--- src/rtl/adj_fm_wm_row_buffer.sv ---
// adj_fm_wm_row_buffer: row-organised accumulation buffer holding the
// ADJ*FM*WM matrix between the combination stage and the argmax stage.
//
// A frame starts with `start`: the buffer clears one row per cycle, then
// accepts accumulate beats (row[c] += acc_data[c]) until a beat carrying
// `acc_last`. It then holds `done_comb` and serves combinational row reads.
//
// Ports:
//   clk                 in   clock
//   reset               in   synchronous active-high reset
//   start               in   begin a new frame (clear, then accumulate)
//   acc_valid           in   accumulate beat valid
//   acc_ready           out  buffer is accepting beats (ACCUM only)
//   acc_row             in   target row of the beat
//   acc_data            in   vector added to the target row
//   acc_last            in   final beat of the frame
//   done_comb           out  matrix complete and readable
//   addr_err            out  sticky: a beat targeted a row >= DOT_PROD_ROWS
//   read_row_ADJ_FM_WM  in   row read address from argmax
//   ADJ_FM_WM_Row       out  row read data, zero for out-of-range rows
//
// Optional feature: define ADJ_FM_WM_SATURATE_EN to clamp each column sum
// to all-ones on carry-out; otherwise sums wrap modulo 2^ADJ_DOT_PROD_WIDTH.

module adj_fm_wm_row_buffer #(
    parameter int DOT_PROD_ROWS      = 6,
    parameter int DOT_PROD_COLS      = 3,
    parameter int ADJ_DOT_PROD_WIDTH = 16,
    parameter int FEATURE_WIDTH      = $clog2(DOT_PROD_ROWS)
) (
    input  logic                         clk,
    input  logic                         reset,
    input  logic                         start,
    input  logic                         acc_valid,
    output logic                         acc_ready,
    input  logic [FEATURE_WIDTH-1:0]     acc_row,
    input  logic [0:DOT_PROD_COLS-1][ADJ_DOT_PROD_WIDTH-1:0] acc_data,
    input  logic                         acc_last,
    output logic                         done_comb,
    output logic                         addr_err,
    input  logic [FEATURE_WIDTH-1:0]     read_row_ADJ_FM_WM,
    output logic [0:DOT_PROD_COLS-1][ADJ_DOT_PROD_WIDTH-1:0] ADJ_FM_WM_Row
);

    localparam logic [FEATURE_WIDTH:0] LP_ROWS =
        (FEATURE_WIDTH+1)'(DOT_PROD_ROWS);
    localparam logic [FEATURE_WIDTH-1:0] LP_LAST =
        FEATURE_WIDTH'(DOT_PROD_ROWS - 1);

    typedef enum logic [1:0] {
        S_IDLE,
        S_CLEAR,
        S_ACCUM,
        S_DONE
    } state_t;

    state_t                          r_state;
    logic [FEATURE_WIDTH-1:0]        r_cnt;
    logic                            r_acc_ready;
    logic                            r_done;
    logic                            r_addr_err;
    logic [ADJ_DOT_PROD_WIDTH-1:0]   r_mem [0:DOT_PROD_ROWS-1][0:DOT_PROD_COLS-1];

    logic                            w_row_ok;
    logic [FEATURE_WIDTH-1:0]        w_row_sel;
    logic                            w_rd_ok;
    logic                            w_start;
    logic [ADJ_DOT_PROD_WIDTH-1:0]   w_next [0:DOT_PROD_COLS-1];
`ifdef ADJ_FM_WM_SATURATE_EN
    logic [ADJ_DOT_PROD_WIDTH:0]     w_wide [0:DOT_PROD_COLS-1];
`endif

    // start is ignored while the clear sweep is running
    assign w_start   = start && (r_state != S_CLEAR);
    assign w_row_ok  = {1'b0, acc_row} < LP_ROWS;
    assign w_row_sel = w_row_ok ? acc_row : '0;
    assign w_rd_ok   = {1'b0, read_row_ADJ_FM_WM} < LP_ROWS;

    // Column adders read the registered row, so back-to-back beats to the
    // same row chain through the value written on the previous edge.
    always_comb begin
        for (int c = 0; c < DOT_PROD_COLS; c++) begin
`ifdef ADJ_FM_WM_SATURATE_EN
            w_wide[c] = {1'b0, r_mem[w_row_sel][c]} + {1'b0, acc_data[c]};
            w_next[c] = w_wide[c][ADJ_DOT_PROD_WIDTH]
                      ? '1 : w_wide[c][ADJ_DOT_PROD_WIDTH-1:0];
`else
            w_next[c] = r_mem[w_row_sel][c] + acc_data[c];
`endif
        end
    end

    always_comb begin
        ADJ_FM_WM_Row = '0;
        if (w_rd_ok) begin
            for (int c = 0; c < DOT_PROD_COLS; c++) begin
                ADJ_FM_WM_Row[c] = r_mem[read_row_ADJ_FM_WM][c];
            end
        end
    end

    always_ff @(posedge clk) begin
        if (reset) begin
            r_state     <= S_IDLE;
            r_cnt       <= '0;
            r_acc_ready <= 1'b0;
            r_done      <= 1'b0;
            r_addr_err  <= 1'b0;
            for (int r = 0; r < DOT_PROD_ROWS; r++) begin
                for (int c = 0; c < DOT_PROD_COLS; c++) begin
                    r_mem[r][c] <= '0;
                end
            end
        end else if (w_start) begin
            // New frame, also aborts an ACCUM frame in progress
            r_state     <= S_CLEAR;
            r_cnt       <= '0;
            r_acc_ready <= 1'b0;
            r_done      <= 1'b0;
            r_addr_err  <= 1'b0;
        end else begin
            unique case (r_state)
                S_IDLE: begin
                    r_acc_ready <= 1'b0;
                    r_done      <= 1'b0;
                end
                S_CLEAR: begin
                    for (int c = 0; c < DOT_PROD_COLS; c++) begin
                        r_mem[r_cnt][c] <= '0;
                    end
                    if (r_cnt == LP_LAST) begin
                        r_state     <= S_ACCUM;
                        r_acc_ready <= 1'b1;
                    end else begin
                        r_cnt <= r_cnt + 1'b1;
                    end
                end
                S_ACCUM: begin
                    if (acc_valid) begin
                        // Out-of-range beats are consumed without a write
                        if (w_row_ok) begin
                            for (int c = 0; c < DOT_PROD_COLS; c++) begin
                                r_mem[w_row_sel][c] <= w_next[c];
                            end
                        end else begin
                            r_addr_err <= 1'b1;
                        end
                        if (acc_last) begin
                            r_state     <= S_DONE;
                            r_acc_ready <= 1'b0;
                            r_done      <= 1'b1;
                        end
                    end
                end
                S_DONE: begin
                    r_done <= 1'b1;
                end
                default: begin
                    r_state <= S_IDLE;
                end
            endcase
        end
    end

    assign acc_ready = r_acc_ready;
    assign done_comb = r_done;
    assign addr_err  = r_addr_err;

endmodule

--- config.mk ---
export PLATFORM = sky130hd
export DESIGN_NAME = adj_fm_wm_row_buffer
export DESIGN_NICKNAME = d
export VERILOG_FILES = /design/src/rtl/adj_fm_wm_row_buffer.sv
export SDC_FILE = /design/constraint.sdc
export NUM_CORES = 1
export LEC_CHECK = 0
export BUFFER_PORTS_ARGS = -buffer_cell sky130_fd_sc_hd__buf_4
export CORE_MARGIN = 4
export CORE_UTILIZATION = 55
export DETAILED_ROUTE_END_ITERATION = 6
export GPL_TIMING_DRIVEN = 0
export PLACE_DENSITY = 0.81
export SLEW_MARGIN = 20
export SYNTH_ARGS = -nofsm -noshare
export SYNTH_HDL_FRONTEND = slang
export SYNTH_SLANG_ARGS = --single-unit
--- constraint.sdc ---
create_clock -name clk -period 10.6 [get_ports clk]
set_input_delay 1.06 -clock clk [delete_from_list [all_inputs] [get_ports clk]]
set_output_delay 1.06 -clock clk [all_outputs]
set_load 0.1 [all_outputs]
# After elaboration in Yosys (flattened, before gate mapping)
# Memory sizes are Yosys's and may differ from the RTL's.
# Cells that the tools add are included.
# Widths: inputs -> output; s select.
[word_totals]
register_bits = 8
mem_bits_rw = 288
output_inout_bits = 51
wordCells = 73
memories = 1
[op_classes]
n_addsub = 4
order_cmp = 2
eq_ne = 11
muxes = 32
bitwise_logic = 2
n_reduce_logical = 15
[memory_table]
columns = ["memory", "words", "width", "rd", "rd_clocked_by_memory_dff", "write_ports", "line_no", "text"]
rows = [
  ["r_mem", 6, 48, 2, 0, 6, "62", "logic [ADJ_DOT_PROD_WIDTH-1:0] r_mem [0:DOT_PROD_ROWS-1][0:DOT_PROD_COLS-1];"],
]
[op_table]
columns = ["cell", "count"]
rows = [
  ["$mux 48", 3],
  ["$reduce_or 48->1", 2],
  ["$add 16x16->16", 3],
  ["$mux 1", 20],
  ["$reduce_and 4->1", 3],
  ["$mux 3", 3],
  ["$ne 3x3->1 const B", 3],
  ["$reduce_bool 3->1", 3],
  ["$lt 3x3->1 const B", 2],
  ["$mux 2", 3],
  ["$ne 2x2->1 const B", 3],
  ["$pmux 1 s3", 2],
  ["$reduce_and 3->1", 2],
  ["$eq 2x2->1 const B", 2],
  ["$pmux 2 s2", 1],
  ["$add 3x1->3 const B", 1],
  ["$eq 3x3->1 const B", 1],
  ["$eq 2x1->1 const B", 1],
  ["$logic_not 2->1", 1],
  ["$ne 2x1->1 const B", 1],
  ["$not 1->1", 2],
  ["$reduce_and 2->1", 1],
  ["$reduce_bool 2->1", 1],
  ["$reduce_or 2->1", 1],
  ["$logic_and 1x1->1", 1],
]

# Longest topological paths before layout
[logic_depth]
word_depth = 9
mapped_depth = 16
depth_no_buf = 13

# Worst setup path before layout
# No wires, ideal clock.
[synth_timing]
kind = "input -> output"
startpoint = "input port read_row_ADJ_FM_WM[0]"
endpoint = "output port ADJ_FM_WM_Row[27] (netlist name)"
arrival_time_ns = 3.916
path_slack_ns = 5.624
stages = 6
cell_sequence = "clkbuf_1 -> buf_2 -> buf_1 -> buf_2 -> mux2i_1 -> o22ai_1"
[synth_rtl]
columns = ["element", "line_no", "text"]
rows = [
  ["from (decl)", "41", "input logic [FEATURE_WIDTH-1:0] read_row_ADJ_FM_WM,"],
  ["to (decl)", "42", "output logic [0:DOT_PROD_COLS-1][ADJ_DOT_PROD_WIDTH-1:0] ADJ_FM_WM_Row"],
]

==> flow_summary.ini <==
[worst_setup_path]
cp_max_fo = 10
crit_chain = buf_4 -> buf_2 -> buf_1 -> buf_2 -> buf_2 -> clkbuf_1 -> a22oi_1 -> o221ai_1 -> ha_1 -> inv_1 -> fa_1 -> nor2b_1 -> o21bai_1 -> a31oi_1 -> o21ai_1 -> xor2_1 -> nor2_1
r2r_setup_slack_ns = 6.90
timing.rr.start = r_mem[3][36]$_SDFFCE_PN0P_
worstSetupPathType = in -> reg
crit_arrival_ns = 6.59
worstRegToRegCells = 10
critical_path.startpoint = acc_row[0]
crit_path_start_kind = input pin
worstPathRequired_ns = 10.91
crit_path_top_delay_cell = clkbuf_1
slowest_delay_ns = 0.76
crit_top_cell = buf_2
critPathCapture = r_mem[0][30]$_SDFFCE_PN0P_
r2r-end = r_mem[3][43]$_SDFFCE_PN0P_
end_kind = flip-flop

[die]
die_y_um = 186.6
ioPinCount = 110
dieArea_mm2 = 0.03483
coreArea_mm2 = 0.03156
die_w_um = 186.6
start_util_pct = 55.62
num_rows = 65

[sta]
hold_viol_final = 0
tns_ns = 0
fin_ws_ns = 4.322
skew_ns = 0.02464
tightestPinTransition_ns = 1.219
drv_slew = 0
post-route-period-util_pct = 59.23
min_period_ns = 6.278
setup_viol = 0
slew_headroom_pct = 18.71
fmax_ghz = 0.1593
grt_setup_unrepaired = no

[pwr]
ir_drop_mv = 0.1026
leakagePower_nw = 7.729
p_sw_share_pct = 30.96
pwr-share-comb_pct = 22.1
intPower_w = 0.002176
pwr-share-seq_pct = 42.9
power_switching_w = 0.0009758
pwr_density_cell_mw_per_mm2 = 157.2
pwr-share-clk_pct = 35.0

[route]
firstDrtPassIters = 7
met2WireLength_um = 25930
top_layer = met4
num_vias = 14580
dr.first_iter.drc_count = 2649
routedLengthMet1_um = 20080
drc = 18
wire_per_inst_um = 27.41
via_per_inst = 6.866
dr_wl_met3_um = 8221
routed_wl_um = 58190
antenna_left = 0

[yosys]
syn_inst = 1551
synthArstFlopShare_pct = 0
synth_edf_count = 288
synth.yosys.seq_area_share_pct = 50.19
yosysUniqueCellTypes = 65
synth_seq_cells = 296
syn_area_mm2 = 0.01755
synthFlopType = edfxtp_1
avgSynthCellArea_um2 = 11.32
synth_nets = 1671
ys_warn_count = 0

[placed_design]
port_buffers = 106
hpwl_um = 38840
gp_congestion = 0.9471
pre_cts_slack_ns = 4.013

[layout]
synthToLayoutAreaGrowth_pct = 14.23
final_layout_size_suffix_gt1_share_pct = 19.81
n_antenna_cell = 0
final_cell_mix = edfxtp_1, nor2_1, mux2i_1, buf_4, nand2_1
final_common_cell = edfxtp_1
nNetsFinal = 1816

[global_route]
grt_max_degree = 43
grt_pass1_wl_um = 85820
grt_pass1_vias = 14500
gr-usage-all-layers_pct = 32.22
gr-total-overflow = 0
antenna_found_initial = 0

[clock_network]
post_cts_buffers = 0
clock_path_buffers = 3
cts_sinks = 296
tritoncts = done
postCtsHoldBufs = 0
path_clk_slew_ns = 0.06
cts_root_buffer = clkbuf_16
cts.repair.resized = 0
htreeDepth = 1
cts_buffers = 31
clk_latency_ns = 0.58

[outcome]
violations = design-rule violations
outcome = finished, violations left

[worst_hold_path]
holdCritPathClass = reg -> reg
holdPathStages = 2

[run]
cap_violations = 0
[cell type report]
cell class / count / area, um^2
Sequential cell: 296 / 8808
Inverter: 67 / 251.5
Fill cell: 2366 / 11510
Tap cell: 402 / 503.0
Buffer: 100 / 447.9
Timing Repair Buffer: 112 / 930.9
Multi-Input combinational cell: 1088 / 8089
Clock buffer: 34 / 787.0
Clock inverter: 24 / 230.2
[logic make-up after synthesis]
logic type | count (synthesis) | share of synthesized area, %
adders and majority gates | 61 | 4.477
DFF | 296 | 50.19
AOI/OAI and AO/OA | 289 | 11.32
buffers and inverters | 167 | 3.978
xor gates and xnor gates | 37 | 1.846
and+or+nand+nor | 502 | 13.05
muxes | 199 | 15.14
[per-stage QoR]
stage	cell area, um^2	hold slack (ns)	util (%)	power (W)	cells
5_1_grt	20050	0.5529	63.53	0.003233	2123
3_3_place_gp	18850	0.4765	59.73	0.002030	2059
6_report	20050	0.5065	63.53	0.003152	2123
3_5_place_dp	19030	0.4917	60.31	0.002049	2065
4_1_cts	20050	0.5087	63.53	0.003122	2123
2_1_floorplan	17550	0.4820	-	0.001846	1551
[flip-flops by register name, indices dropped and copies added (netlist names)]
name       count
done_comb      1
r_mem        288
r_cnt          3
r_state        2
addr_err       1
acc_ready      1
[worst max-delay path: cells and delay by family]
kind	cells	cell delay [ns]
compound gates	5	1.29
fa+ha+maj	2	0.69
simple gates	2	0.32
buf+inv	7	2.67
xor+xnor	1	0.53
[synth_stat cells (all sizes together), types with 3 or more instances]
master  instances  area share, %
o21ai          43            1.2
clkbuf         57            1.2
o221ai         26            1.3
o21a            9           0.38
nor3           24           0.74
mux2           32            2.1
a21oi          52            1.5
a31oi           4           0.14
ha             58            4.1
mux2i         117            6.7
nand2b         17           0.65
edfxtp        288             49
nand2          85            1.8
or3            10           0.38
nor2          314            7.6
nand3          15           0.43
buf            43            1.3
a22oi          27            1.2
nor3b           3           0.13
a21boi          9           0.58
a221oi         10           0.50
dfxtp           8           0.91
o22a            9           0.45
xnor2          24            1.2
nand3b          6           0.26
o211ai          7           0.30
a211oi          6           0.26
fa              3           0.34
o21bai          5           0.21
a21o           11           0.47
a222oi          3           0.17
and2            5           0.18
o22ai          52            1.9
nor2b           9           0.32
nand4           5           0.18
inv            67            1.4
a221o           3           0.17
mux4           50            6.4
xor2           13           0.65
[worst min-delay path by stage]
stage          slack (ns)               startpoint                 endpoint
6_report             0.51   acc_ready$_SDFFE_PP0P_   acc_ready$_SDFFE_PP0P_
2_1_floorplan        0.48  r_state[1]$_SDFFE_PP0P_  r_state[1]$_SDFFE_PP0P_
3_3_place_gp         0.48   acc_ready$_SDFFE_PP0P_   acc_ready$_SDFFE_PP0P_
4_1_cts              0.51   acc_ready$_SDFFE_PP0P_   acc_ready$_SDFFE_PP0P_
5_1_grt              0.55  r_state[1]$_SDFFE_PP0P_  r_state[1]$_SDFFE_PP0P_
3_5_place_dp         0.49   acc_ready$_SDFFE_PP0P_   acc_ready$_SDFFE_PP0P_
[power groups by stage]
| stage | sequential (W) | clock, W | combinational [W] |
|---|---|---|---|
| floorplan | 0.00137 | 0 | 0.000478 |
| global placement | 0.00138 | 0 | 0.000653 |
| detailed placement | 0.00138 | 0 | 0.000674 |
| CTS | 0.00135 | 0.00109 | 0.000680 |
| global route | 0.00136 | 0.00115 | 0.000731 |
| finish | 0.00135 | 0.00110 | 0.000697 |
[layer usage]
metal | global-route usage (%) | vias to the layer above
met2 | 50.31 | 1293
met3 | 8.941 | 311
met5 | 0 | -
met4 | 16.81 | 0
li1 | - | 6083
met1 | 41.43 | 6889
Note: power is estimated with default switching activity, not from simulation.
